--- config.mk ---
export PLATFORM = sky130hd
export DESIGN_NAME = instr_packer
export DESIGN_NICKNAME = d
export VERILOG_FILES = /design/src/rtl/instr_packer.sv
export SDC_FILE = /design/constraint.sdc
export NUM_CORES = 1
export LEC_CHECK = 0
export BUFFER_PORTS_ARGS = -buffer_cell sky130_fd_sc_hd__buf_2
export CAP_MARGIN = 10
export CORE_ASPECT_RATIO = 0.9
export CORE_MARGIN = 5
export CORE_UTILIZATION = 55
export CTS_CLUSTER_DIAMETER = 30
export DETAILED_ROUTE_END_ITERATION = 8
export GPL_TIMING_DRIVEN = 0
export PLACE_DENSITY_LB_ADDON = 0.05
export SLEW_MARGIN = 15
export SYNTH_ARGS = -nofsm -noshare
export SYNTH_HDL_FRONTEND = slang
export SYNTH_SLANG_ARGS = --single-unit
--- constraint.sdc ---
create_clock -name clk -period 3.45 [get_ports clk]
set_clock_uncertainty 0.2 [all_clocks]
set_input_delay 0.345 -clock clk [delete_from_list [all_inputs] [get_ports clk]]
set_output_delay 0.345 -clock clk [all_outputs]
set_load 0.05 [all_outputs]
--- src/rtl/instr_packer.sv ---
// instr_packer: packs decoded RV32I fields plus an immediate into a 32-bit
// instruction word. It rejects immediates that the core's immediate generator
// could not reproduce, then writes each legal word to instruction memory at an
// auto-incrementing word address. The write uses an ack handshake with a timeout.
module instr_packer #(
  parameter int ADDR_W      = 8,
  parameter int ACK_TIMEOUT = 15
) (
  input  logic              clk,
  input  logic              rst_n,
  input  logic              in_valid,
  output logic              in_ready,
  input  logic [2:0]        fmt,
  input  logic [6:0]        opcode,
  input  logic [4:0]        rd,
  input  logic [4:0]        rs1,
  input  logic [4:0]        rs2,
  input  logic [2:0]        funct3,
  input  logic [6:0]        funct7,
  input  logic [31:0]       imm,
  input  logic              base_load,
  input  logic [ADDR_W-1:0] base_addr,
  output logic              mem_we,
  output logic [ADDR_W-1:0] mem_addr,
  output logic [31:0]       mem_wdata,
  input  logic              mem_ack,
  output logic              err_valid,
  output logic [1:0]        err_code,
  output logic [ADDR_W:0]   instr_count
);

  localparam int TW = $clog2(ACK_TIMEOUT + 1);
  localparam logic [TW-1:0]     T_LAST  = TW'(ACK_TIMEOUT - 1);
  localparam logic [TW-1:0]     T_ONE   = {{(TW-1){1'b0}}, 1'b1};
  localparam logic [ADDR_W-1:0] A_ONE   = {{(ADDR_W-1){1'b0}}, 1'b1};
  localparam logic [ADDR_W:0]   C_ONE   = {{ADDR_W{1'b0}}, 1'b1};
  localparam logic [ADDR_W:0]   C_MAX   = '1;

  localparam logic [2:0] FMT_R     = 3'd0;
  localparam logic [2:0] FMT_I     = 3'd1;
  localparam logic [2:0] FMT_S     = 3'd2;
  localparam logic [2:0] FMT_B     = 3'd3;
  localparam logic [2:0] FMT_U     = 3'd4;
  localparam logic [2:0] FMT_J     = 3'd5;
  localparam logic [2:0] FMT_SHIFT = 3'd6;

  localparam logic [6:0] OP_LOAD   = 7'd3;

  localparam logic [1:0] ERR_RANGE   = 2'd1;
  localparam logic [1:0] ERR_FORMAT  = 2'd2;
  localparam logic [1:0] ERR_TIMEOUT = 2'd3;

  typedef enum logic [1:0] {IDLE, PACK, WRITE} state_t;

  state_t        state;
  logic [TW-1:0] tcnt;

  // Captured field bundle, stable through PACK
  logic [2:0]  f_fmt;
  logic [6:0]  f_opcode;
  logic [4:0]  f_rd;
  logic [4:0]  f_rs1;
  logic [4:0]  f_rs2;
  logic [2:0]  f_funct3;
  logic [6:0]  f_funct7;
  logic [31:0] f_imm;

  logic [31:0] word;
  logic        imm_ok;
  logic        fmt_bad;
  logic        s12_ok;
  logic        s20_ok;

  assign in_ready = (state == IDLE);

  // Sign-range tests shared by several formats: bits above the field must all
  // equal the field's sign bit.
  assign s12_ok = (&f_imm[31:11]) | ~(|f_imm[31:11]);
  assign s20_ok = (&f_imm[31:19]) | ~(|f_imm[31:19]);

  // Pack the captured bundle into an instruction word and judge the immediate
  always_comb begin
    // NOTE: every output of this block gets a default first so no path can leave a latch.
    word    = '0;
    imm_ok  = 1'b0;
    fmt_bad = 1'b0;
    case (f_fmt)
      FMT_R: begin
        word   = {f_funct7, f_rs2, f_rs1, f_funct3, f_rd, f_opcode};
        imm_ok = 1'b1;
      end
      FMT_I: begin
        word = {f_imm[11:0], f_rs1, f_funct3, f_rd, f_opcode};
        // Loads are zero-extended by the decoder, so only 0..4095 round-trips.
        imm_ok = (f_opcode == OP_LOAD) ? ~(|f_imm[31:12]) : s12_ok;
      end
      FMT_SHIFT: begin
        word   = {f_funct7, f_imm[4:0], f_rs1, f_funct3, f_rd, f_opcode};
        imm_ok = ~(|f_imm[31:5]);
      end
      FMT_S: begin
        word   = {f_imm[11:5], f_rs2, f_rs1, f_funct3, f_imm[4:0], f_opcode};
        imm_ok = s12_ok;
      end
      FMT_B: begin
        word   = {f_imm[11], f_imm[9:4], f_rs2, f_rs1, f_funct3,
                  f_imm[3:0], f_imm[10], f_opcode};
        imm_ok = s12_ok;
      end
      FMT_U: begin
        word   = {f_imm[19:0], f_rd, f_opcode};
        imm_ok = s20_ok;
      end
      FMT_J: begin
        word   = {f_imm[19], f_imm[9:0], f_imm[10], f_imm[18:11], f_rd, f_opcode};
        imm_ok = s20_ok;
      end
      default: fmt_bad = 1'b1;
    endcase
  end

  // Control FSM: accept, pack, write with ack/timeout; all outputs registered
  // NOTE: sequential state uses non-blocking assignments so every register samples pre-edge values.
  always_ff @(posedge clk or negedge rst_n) begin
    if (!rst_n) begin
      state       <= IDLE;
      tcnt        <= '0;
      mem_we      <= 1'b0;
      mem_addr    <= '0;
      mem_wdata   <= '0;
      err_valid   <= 1'b0;
      err_code    <= 2'd0;
      instr_count <= '0;
      f_fmt       <= '0;
      f_opcode    <= '0;
      f_rd        <= '0;
      f_rs1       <= '0;
      f_rs2       <= '0;
      f_funct3    <= '0;
      f_funct7    <= '0;
      f_imm       <= '0;
    end else begin
      err_valid <= 1'b0;
      case (state)
        IDLE: begin
          // The base takes effect now, so a bundle accepted this cycle uses it.
          if (base_load) mem_addr <= base_addr;
          if (in_valid) begin
            f_fmt    <= fmt;
            f_opcode <= opcode;
            f_rd     <= rd;
            f_rs1    <= rs1;
            f_rs2    <= rs2;
            f_funct3 <= funct3;
            f_funct7 <= funct7;
            f_imm    <= imm;
            state    <= PACK;
          end
        end
        PACK: begin
          if (fmt_bad) begin
            err_code  <= ERR_FORMAT;
            err_valid <= 1'b1;
            state     <= IDLE;
          end else if (!imm_ok) begin
            err_code  <= ERR_RANGE;
            err_valid <= 1'b1;
            state     <= IDLE;
          end else begin
            mem_wdata <= word;
            mem_we    <= 1'b1;
            tcnt      <= '0;
            state     <= WRITE;
          end
        end
        WRITE: begin
          // An ack in the final allowed cycle still counts as a success.
          if (mem_ack) begin
            mem_we   <= 1'b0;
            mem_addr <= mem_addr + A_ONE;
            if (instr_count != C_MAX) instr_count <= instr_count + C_ONE;
            state    <= IDLE;
          end else if (tcnt == T_LAST) begin
            mem_we    <= 1'b0;
            err_code  <= ERR_TIMEOUT;
            err_valid <= 1'b1;
            state     <= IDLE;
          end else begin
            tcnt <= tcnt + T_ONE;
          end
        end
        default: state <= IDLE;
      endcase
    end
  end

endmodule

==> results of run 1 <==
[flip-flops by register name (all words and copies together) (netlist names), 4 cells and up]
name / flops
f_imm: 32
mem_wdata: 32
instr_count: 9
mem_addr: 8
f_funct7: 7
f_opcode: 7
f_rd: 5
f_rs1: 5
f_rs2: 5
tcnt: 4
[where the power goes]
part	internal (mW)	total [mW]	switching (mW)
Clock	1.16	1.79	0.629
Sequential	2.17	2.82	0.651
Combinational	1.74	4.35	2.61
[how the worst max path moves through the flow]
stage / endpoint / slack [ns] / cells after the start
3_3_place_gp: f_opcode[2]$_DFFE_PN0P_ / 0.26 / 1
6_report: mem_wdata[16]$_DFFE_PN0P_ / 0.48 / 9
5_1_grt: mem_wdata[16]$_DFFE_PN0P_ / 0.44 / 9
4_1_cts: mem_wdata[16]$_DFFE_PN0P_ / 0.50 / 9
3_5_place_dp: mem_wdata[12]$_DFFE_PN0P_ / 0.53 / 9
2_1_floorplan: instr_count[7]$_DFFE_PN0P_ / 0.72 / 11
[kinds of logic after synthesis]
family	share of synthesized area, %
AND/OR/NAND/NOR	10.5
flip-flops	49.8
multiplexers	22.7
AO/OA/AOI/OAI	10.9
buffers and inverters	3.50
adder cells (fa/ha/maj)	1.58
XOR/XNOR	0.969
[placed cells by master, fill, tap and decap left out, types with 4 or more instances in the layout]
master         instances
nand2_1               38
nand4_1                5
nand3_1               11
and3_1                14
ha_1                   8
buf_6                  4
nor3_1                 8
nor2_1                34
buf_2                133
a211oi_1              12
a31oi_1                6
dlygate4sd3_1         72
clkinv_2               7
clkbuf_16             17
a21oi_1               44
clkbuf_1              18
xnor2_1                4
dfrtp_1              126
inv_1                 13
buf_1                  7
mux2_4                25
nor2b_1                8
o22ai_1                8
o21ai_0               25
mux2i_1               23
mux2_2                72
[per-stage QoR]
stage | util [%] | std cells
after floorplan | - | 554
after global placement | 63.4 | 843
after detailed placement | 63.7 | 844
after CTS | 75.3 | 948
after global routing | 75.3 | 949
final | 75.3 | 949
[final cells by class]
class,instances,area share [%]
multi-input combinational,384,34.5
timing repair buffer,206,16.6
clock inverter,12,1.67
buffer,30,1.98
inverter,14,0.615
antenna,1,0.0293
sequential,126,36.9
tap,156,2.28
clock buffer,20,5.35
[synthesized netlist by cell type, types with 2 or more instances]
| library cell | number | share of area [%] |
|---|---|---|
| nand2_1 | 38 | 2.3 |
| buf_1 | 7 | 0.42 |
| nand3_1 | 11 | 0.87 |
| mux2_4 | 25 | 5.9 |
| xnor2_1 | 4 | 0.55 |
| a31o_2 | 2 | 0.28 |
| nor4_1 | 3 | 0.30 |
| nor2_1 | 34 | 2.0 |
| nor3_1 | 8 | 0.63 |
| and4_1 | 2 | 0.28 |
| o21a_1 | 3 | 0.36 |
| dfrtp_1 | 126 | 50 |
| inv_1 | 13 | 0.77 |
| ha_1 | 8 | 1.6 |
| a21oi_1 | 44 | 3.5 |
| and3_1 | 14 | 1.4 |
| a31oi_1 | 6 | 0.59 |
| nand4_1 | 5 | 0.49 |
| mux2_2 | 72 | 13 |
| or3_1 | 2 | 0.20 |
| a211oi_1 | 12 | 1.4 |
| mux2i_1 | 23 | 3.6 |
| buf_12 | 2 | 0.63 |
| clkbuf_1 | 17 | 1.0 |
| buf_6 | 3 | 0.53 |
| and2_1 | 3 | 0.30 |
| a211o_1 | 2 | 0.28 |
| nor2b_1 | 8 | 0.79 |
| o21ai_0 | 25 | 2.0 |
| a41oi_1 | 2 | 0.28 |
| nand2b_1 | 2 | 0.20 |
| a311o_1 | 3 | 0.47 |
| xor2_1 | 3 | 0.42 |
| o22ai_1 | 8 | 0.79 |
[metal layers]
layer	up-vias	global-route usage [%]	wire length (µm)	part of all wire, %
met1	2662	34.8	7260	42
met3	39	7.21	1170	6.8
met4	0	8.49	354	2.0
met5	-	0	0	0
li1	2470	-	-	-
met2	230	41.9	8500	49
[critical path: stages (launching register included)]
cell and delay [ns]:
dfrtp_1 0.45, or4_4 0.57, nor4_4 0.20, nand2_1 0.11
o31a_1 0.31, buf_2 0.19, a21bo_1 0.21, buf_6 0.15
buf_6 0.16, mux2_4 0.30
==> metrics.md, run 1 <==
| Metric | Value |
|---|---|
| Status | `complete, no violations` |
| Clk buf depth | `2` |
| TritonCTS Buffers | `17` |
| Final setup violation count | `0` |
| Static leakage | `4.04 nW` |
| Critical Path Source | `f_imm[13]$_DFFE_PN0P_` |
| Placed inst area | `7220 µm²` |
| Syn_nets | `642` |
| Hold WS | `0.0239 ns` |
| Mapped cell area | `6330 µm²` |
| Hold Buf Count CTS | `72` |
| Period utilization | `86.1%` |
| DR WL/cell | `18.2 µm` |
| Reg2reg path depth | `9` |
| Fin. Hold Viols | `0` |
| Async set-reset flop share out of synthesis | `100%` |
| TritonRoute pass-1 iters | `6` |
| VDD IR max | `636 µV` |
| Share of layout cells above drive strength 1 | `34.7%` |
| DP HPWL | `11.6 mm` |
| CTS Sinks | `126` |
| First-pass GRT wire length | `28.0 mm` |
| Max_cap viols | `0` |
| Relative slew margins | `49.6%` |
| PortBufs | `133` |
| Core region area | `11,300 µm²` |
| Ys flop type | `dfrtp_1` |
| Final-stage net count | `867` |
| TritonCTS clock tree | `done` |
| Power Total | `8.96 mW` |
| FF-to-FF Start | `f_imm[13]$_DFFE_PN0P_` |
| Post-route DRC | `0` |
| Design Area, Final | `8540 µm²` |
| Gr usage total | `26.2%` |
| Post-synthesis cell type count | `48` |
| Multi-input gate area | `2950 µm²` |
| Fmax | `0.337 GHz` |
| Initial Util | `55.8%` |
| Chip Width | `123 µm` |
| Fin worst setup slack | `0.481 ns` |
| Register area | `3150 µm²` |
| DRT antenna net count | `0` |
| Power Dens Cells | `1050 nW/µm²` |
| Setup CP Type | `flip-flop to flip-flop` |
| Root buf cell | `clkbuf_16` |
| Register area share after synthesis | `49.8%` |
| H-tree Lvls | `4` |
| Synth Register Bits | `126` |
| Initial antenna violation count | `1` |
| Pre-CTS WS | `0.525 ns` |
| Area growth, synth to finish | `35.0%` |
| Flop2flop setup slack | `0.48 ns` |
| Period minus WS final | `2.97 ns` |
| Post-CTS setup repair buffer count | `0` |
| Crit path launch type | `flip-flop` |
| Critical R2R Capture | `mem_wdata[16]$_DFFE_PN0P_` |
| Row count | `37` |
| Setup tns final | `0 ns` |
| Clock transition at path regs | `0.05 ns` |
| Largest net degree at the start of global routing | `71` |
| RSZ-0062 raised after global routing | `false` |
| Slew Viols, Final | `0` |
| HP Class | `primary input to flip-flop` |
| Hold path startpoint | `base_addr[4]` |
| Chip height | `112 µm` |
| Avg Cell Area, Syn | `11.4 µm²` |
| Grt ovf | `0` |
| RePlAce Congestion | `0.875` |
| Vias per Instance | `5.69` |
| Worst Path Required | `3.55 ns` |
| Syn. warnings | `0` |
| Highest fanout seen on the critical path | `10` |
| Hold path depth | `3` |
| Vias in the first global route | `5,547` |
| Filler cells | `791` |
| Final WL | `17.3 mm` |
| Number of DRC markers in iteration 0 | `498` |
| DIE AREA | `13,800 µm²` |
| Worst Hold End | `mem_addr[4]$_DFFE_PN0P_` |
| Io pins | `134` |
| Clock insertion delay at the later pin of the skew report | `0.42 ns` |
| Vias post-DR | `5,401` |
| Critical Path End Type | `flip-flop` |
| Syn Inst Count | `554` |
| Worst endpoint data arrival time | `3.07 ns` |
| Worst Tran Pin Value | `0.756 ns` |
| Post-CTS sizing | `0` |
| Post-synth EDFFs | `0` |
Power figures use the tool's default switching activity.
==> run 2: changes to the inputs <==
Settings changed: SETUP_SLACK_MARGIN from default to 0.5.
==> metrics.md, run 2 (same netlist as run 1, synthesis figures left out) <==
| Metric | Value |
|---|---|
| Chip height | `112 µm` |
| Io pins | `134` |
| DP HPWL | `11.6 mm` |
| Final WL | `17.3 mm` |
| HP Class | `primary input to flip-flop` |
| H-tree Lvls | `4` |
| Commonest non-fill, non-tap cells in the layout | `buf_2 (133), dfrtp_1 (124), mux2_2 (72), dlygate4sd3_1 (72), a21oi_1 (44)` |
| Area growth, synth to finish | `35.4%` |
| Fmax | `0.343 GHz` |
| Period minus WS final | `2.92 ns` |
| TritonCTS clock tree | `done` |
| Slew Viols, Final | `0` |
| Worst Tran Pin Value | `0.763 ns` |
| VDD IR max | `636 µV` |
| Static leakage | `4.05 nW` |
| First-pass GRT wire length | `28.0 mm` |
| Final-stage net count | `869` |
| Cell count after placement | `844` |
| Slowest-stage cell, CP | `or4_4` |
| Root buf cell | `clkbuf_16` |
| RSZ-0062 raised after global routing | `false` |
| Initial antenna violation count | `1` |
| Row count | `37` |
| Filler cells | `785` |
| Largest net degree at the start of global routing | `71` |
| CP cell instances | `or4_4, nor4_4, nand2_1, o31a_1, buf_2, a21bo_1, buf_6, buf_6, mux2_4` |
| DR WL/cell | `18.2 µm` |
| Fin. Hold Viols | `0` |
| Critical Path End Type | `flip-flop` |
| Worst Path Required | `3.55 ns` |
| PortBufs | `133` |
| DRT antenna net count | `0` |
| TritonRoute pass-1 iters | `5` |
| Power Dens Cells | `1050 nW/µm²` |
| Buf/Inv on CP | `3` |
| Highest fanout seen on the critical path | `10` |
| Period utilization | `84.5%` |
| CP most frequent cell | `buf_6` |
| Vias post-DR | `5,381` |
| Design Area, Final | `8570 µm²` |
| Grt ovf | `0` |
| Setup tns final | `0 ns` |
| Setup CP Type | `flip-flop to flip-flop` |
| CP peak stage delay | `0.55 ns` |
| Chip Width | `123 µm` |
| Status | `complete, no violations` |
| Worst endpoint data arrival time | `3.02 ns` |
| Number of DRC markers in iteration 0 | `524` |
| Vias in the first global route | `5,547` |
| Relative slew margins | `49.2%` |
| Initial Util | `55.8%` |
| Hold WS | `0.0219 ns` |
| Vias per Instance | `5.66` |
| Largest regs | `f_imm x32, mem_wdata x32, instr_count x9` |
| Crit path launch type | `flip-flop` |
| Core region area | `11,300 µm²` |
| Max_cap viols | `0` |
| Placed inst area | `7220 µm²` |
| TritonCTS Buffers | `17` |
| Clock transition at path regs | `0.05 ns` |
| Final setup violation count | `0` |
| Post-route DRC | `0` |
| Family with the most delay on the worst path | `simple AND/OR/NAND/NOR gates` |
| Clock insertion delay at the later pin of the skew report | `0.42 ns` |
| DIE AREA | `13,800 µm²` |
| Gr usage total | `26.2%` |
| CTS Sinks | `126` |
| Clk buf depth | `2` |
| Most common cell after layout, fill and taps aside | `buf_2` |
| RePlAce Congestion | `0.875` |
| Share of layout cells above drive strength 1 | `35.3%` |
| Non-filler cells, final | `951` |
run 2: cell count changes in the layout (fill, tap and decap cells not counted):
cell	delta
dfrtp_1	-2
dfrtp_2	+2
nor4bb_1	-1
nor4bb_2	+1
buf_4	+2
run 2: cell type report:
class	count	area, µm²	share of cell area (%)
well taps	156	195	2.28
plain buffers	30	169	1.97
flip-flops and latches	126	3160	36.8
multi-input cells	384	2960	34.5
inverters	14	52.6	0.613
clock buffers	20	457	5.33
repair buffers	208	1440	16.8
clock inverters	12	143	1.66
diodes	1	2.50	0.0292
run 2: worst reg2reg max path, cell delays in order, from the launching register on:
cell     delay (ns)
dfrtp_2        0.43
or4_4          0.55
nor4_4         0.20
nand2_1        0.11
o31a_1         0.31
buf_2          0.19
a21bo_1        0.21
buf_6          0.15
buf_6          0.16
mux2_4         0.31
run 2: worst paths after layout:
kind,start,to,slack (ns),cells after the start
max,f_imm[13]$_DFFE_PN0P_,mem_wdata[16]$_DFFE_PN0P_,0.53,9
min,base_addr[4],mem_addr[4]$_DFFE_PN0P_,0.02,3
max in group asynchronous,rst_n,mem_wdata[2]$_DFFE_PN0P_,2.07,3
min reg2reg,instr_count[7]$_DFFE_PN0P_,instr_count[7]$_DFFE_PN0P_,0.30,1
max reg2reg,f_imm[13]$_DFFE_PN0P_,mem_wdata[16]$_DFFE_PN0P_,0.53,9
min in group asynchronous,rst_n,mem_addr[5]$_DFFE_PN0P_,0.25,2
run 2: layer usage:
metal / GRT usage [%] / vias up / routed length, µm
met5: 0 / - / 0
met4: 8.49 / 0 / 302
met3: 7.21 / 29 / 1170
met2: 41.9 / 218 / 8520
met1: 34.8 / 2662 / 7280
li1: - / 2472 / -
run 2: timing repair:
action                                  4_1_cts  5_1_grt
endpoints found under the hold margin       127        0
endpoints found under the setup margin        0       25
hold buffers                                 72        0
gates resized for setup                       0        3
buffers inserted                              0        2
run 2: stage by stage:
stage                     utilization (%)  power (mW)  setup slack [ns]
after floorplan                         -        5.91             0.718
after global placement               63.4        6.89             0.256
after detailed placement             63.7        7.02             0.525
after CTS                            75.3        8.94             0.505
after global routing                 75.5        9.51             0.497
final                                75.5        8.98             0.533
run 2: power breakdown:
part	internal, mW	switching, mW
clock	1.16	0.632
combinational	1.76	2.61
sequential	2.17	0.641
total	5.09	3.88
==> run 3: changes to the inputs <==
Clock period 3.45 ns to 3 ns, I/O delays scaled along.
==> metrics.md, run 3 (same netlist as run 1, synthesis figures left out) <==
| Metric | Value |
|---|---|
| Vias post-DR | `5,373` |
| Commonest non-fill, non-tap cells in the layout | `buf_2 (132), dfrtp_1 (122), dlygate4sd3_1 (74)` |
| Root buf cell | `clkbuf_16` |
| Clock insertion delay at the later pin of the skew report | `0.41 ns` |
| Crit path launch type | `flip-flop` |
| Period minus WS final | `2.87 ns` |
| Row count | `37` |
| Hold path startpoint | `base_addr[1]` |
| Critical R2R Capture | `mem_wdata[11]$_DFFE_PN0P_` |
| Area growth, synth to finish | `39.2%` |
| Io pins | `134` |
| Hold path depth | `3` |
| Worst endpoint data arrival time | `2.96 ns` |
| Largest regs | `f_imm x32, mem_wdata x32, instr_count x9` |
| Largest net degree at the start of global routing | `79` |
| DIE AREA | `13,800 µm²` |
| Gr usage total | `26.1%` |
| Most common cell after layout, fill and taps aside | `buf_2` |
| CTS Sinks | `126` |
| Setup tns final | `0 ns` |
| HP Class | `primary input to flip-flop` |
| Initial Util | `55.8%` |
| Power Dens Cells | `1200 nW/µm²` |
| Critical Path End Type | `flip-flop` |
| Clk buf depth | `2` |
| Status | `complete, no violations` |
| Grt ovf | `0` |
| Filler cells | `742` |
| DR WL/cell | `18.3 µm` |
| Clock transition at path regs | `0.06 ns` |
| Vias per Instance | `5.57` |
| RSZ-0062 raised after global routing | `true` |
| Fin. Hold Viols | `0` |
| Vias in the first global route | `5,551` |
| TritonRoute pass-1 iters | `5` |
| Final WL | `17.7 mm` |
| Initial antenna violation count | `0` |
| Final-stage net count | `883` |
| H-tree Lvls | `4` |
| Max_cap viols | `0` |
| Period utilization | `95.7%` |
| First-pass GRT wire length | `28.1 mm` |
| TritonCTS Buffers | `17` |
| # diodes | `0` |
| Worst Path Required | `3.09 ns` |
| Worst Tran Pin Value | `0.764 ns` |
| FF-to-FF Start | `f_imm[13]$_DFFE_PN0P_` |
| DP HPWL | `11.7 mm` |
| Slew Viols, Final | `0` |
| Core region area | `11,300 µm²` |
| RePlAce Congestion | `0.944` |
| Number of DRC markers in iteration 0 | `479` |
| Flop2flop setup slack | `0.13 ns` |
| Chip height | `112 µm` |
| TritonCTS clock tree | `done` |
| Design Area, Final | `8800 µm²` |
| Chip Width | `123 µm` |
| VDD IR max | `821 µV` |
| Worst Hold End | `mem_addr[1]$_DFFE_PN0P_` |
| Relative slew margins | `49.1%` |
| Util after Layout | `77.6%` |
| Post-route DRC | `0` |
| Hold WS | `0.00947 ns` |
| DRT antenna net count | `0` |
| Fmax | `0.348 GHz` |
| Final setup violation count | `0` |
| Share of layout cells above drive strength 1 | `37.1%` |
| Reg2reg path depth | `9` |
| Setup CP Type | `flip-flop to flip-flop` |
| Highest fanout seen on the critical path | `9` |
| Static leakage | `4.16 nW` |
| Placed inst area | `7220 µm²` |
| PortBufs | `133` |
==> run 3: changes by cell type in the layout (fill, tap and decap cells not counted), sizes merged <==
| cell | change |
|---|---|
| clkinvlp | +2 |
| dlygate4sd3 | +2 |
| clkbuf | +3 |
| buf | +10 |
| clkinv | -3 |
| diode | -1 |
==> run 3: layout make-up <==
type                            count  area, µm²  share of cell area (%)
Multi-Input combinational cell    384       2990                    34.0
Clock inverter                     11        143                    1.62
Inverter                           14       52.6                   0.597
Clock buffer                       21        450                    5.12
Sequential cell                   126       3160                    35.9
Tap cell                          156        195                    2.22
Buffer                             30        204                    2.32
Timing Repair Buffer              222       1610                    18.3
==> run 3: worst max path at each step <==
stage	start	endpoint	slack (ns)
after floorplan	f_imm[13]$_DFFE_PN0P_	mem_wdata[14]$_DFFE_PN0P_	0.31
final	f_imm[13]$_DFFE_PN0P_	mem_wdata[11]$_DFFE_PN0P_	0.13
after global placement	rst_n	instr_count[0]$_DFFE_PN0P_	-0.35
after detailed placement	f_opcode[5]$_DFFE_PN0P_	mem_wdata[4]$_DFFE_PN0P_	0.03
after CTS	f_imm[13]$_DFFE_PN0P_	mem_wdata[10]$_DFFE_PN0P_	0.17
after global routing	f_imm[13]$_DFFE_PN0P_	mem_wdata[12]$_DFFE_PN0P_	0.05
==> run 3: metal layers <==
layer	global-route usage [%]	vias to the layer above	wire, µm
met5	0	-	0
met4	7.68	0	263
met3	5.84	25	926
met2	42.1	194	8670
met1	35.5	2666	7790
li1	-	2488	-
==> run 3: stage by stage <==
step | instances | power, mW | worst slack, ns
after detailed placement | 844 | 8.08 | 0.0347
after floorplan | 554 | 6.80 | 0.314
after CTS | 959 | 10.4 | 0.168
final | 964 | 10.6 | 0.128
after global routing | 964 | 11.2 | 0.0501
after global placement | 843 | 7.92 | -0.346
==> run 3: critical path, stage by stage (launching register included) <==
cell and delay (ns):
dfrtp_2 0.40, or4_4 0.54, nor4_4 0.19, a31oi_1 0.12, or3_1 0.35, buf_6 0.14
a21bo_1 0.18, buf_12 0.16, clkbuf_16 0.17, mux2_4 0.29
==> run 3: report_power, final <==
| part | total [mW] | switching [mW] | internal (mW) |
|---|---|---|---|
| Clock | 2.07 | 0.743 | 1.32 |
| Sequential | 3.21 | 0.709 | 2.50 |
| Combinational | 5.28 | 3.09 | 2.19 |
==> run 3: timing repair <==
item,CTS,global route
setup buffers,9,2
pin swaps,4,2
gates cloned,0,3
hold endpoints to repair,121,0
hold buffers,74,0
setup endpoints to repair,70,55
resized for setup,13,15
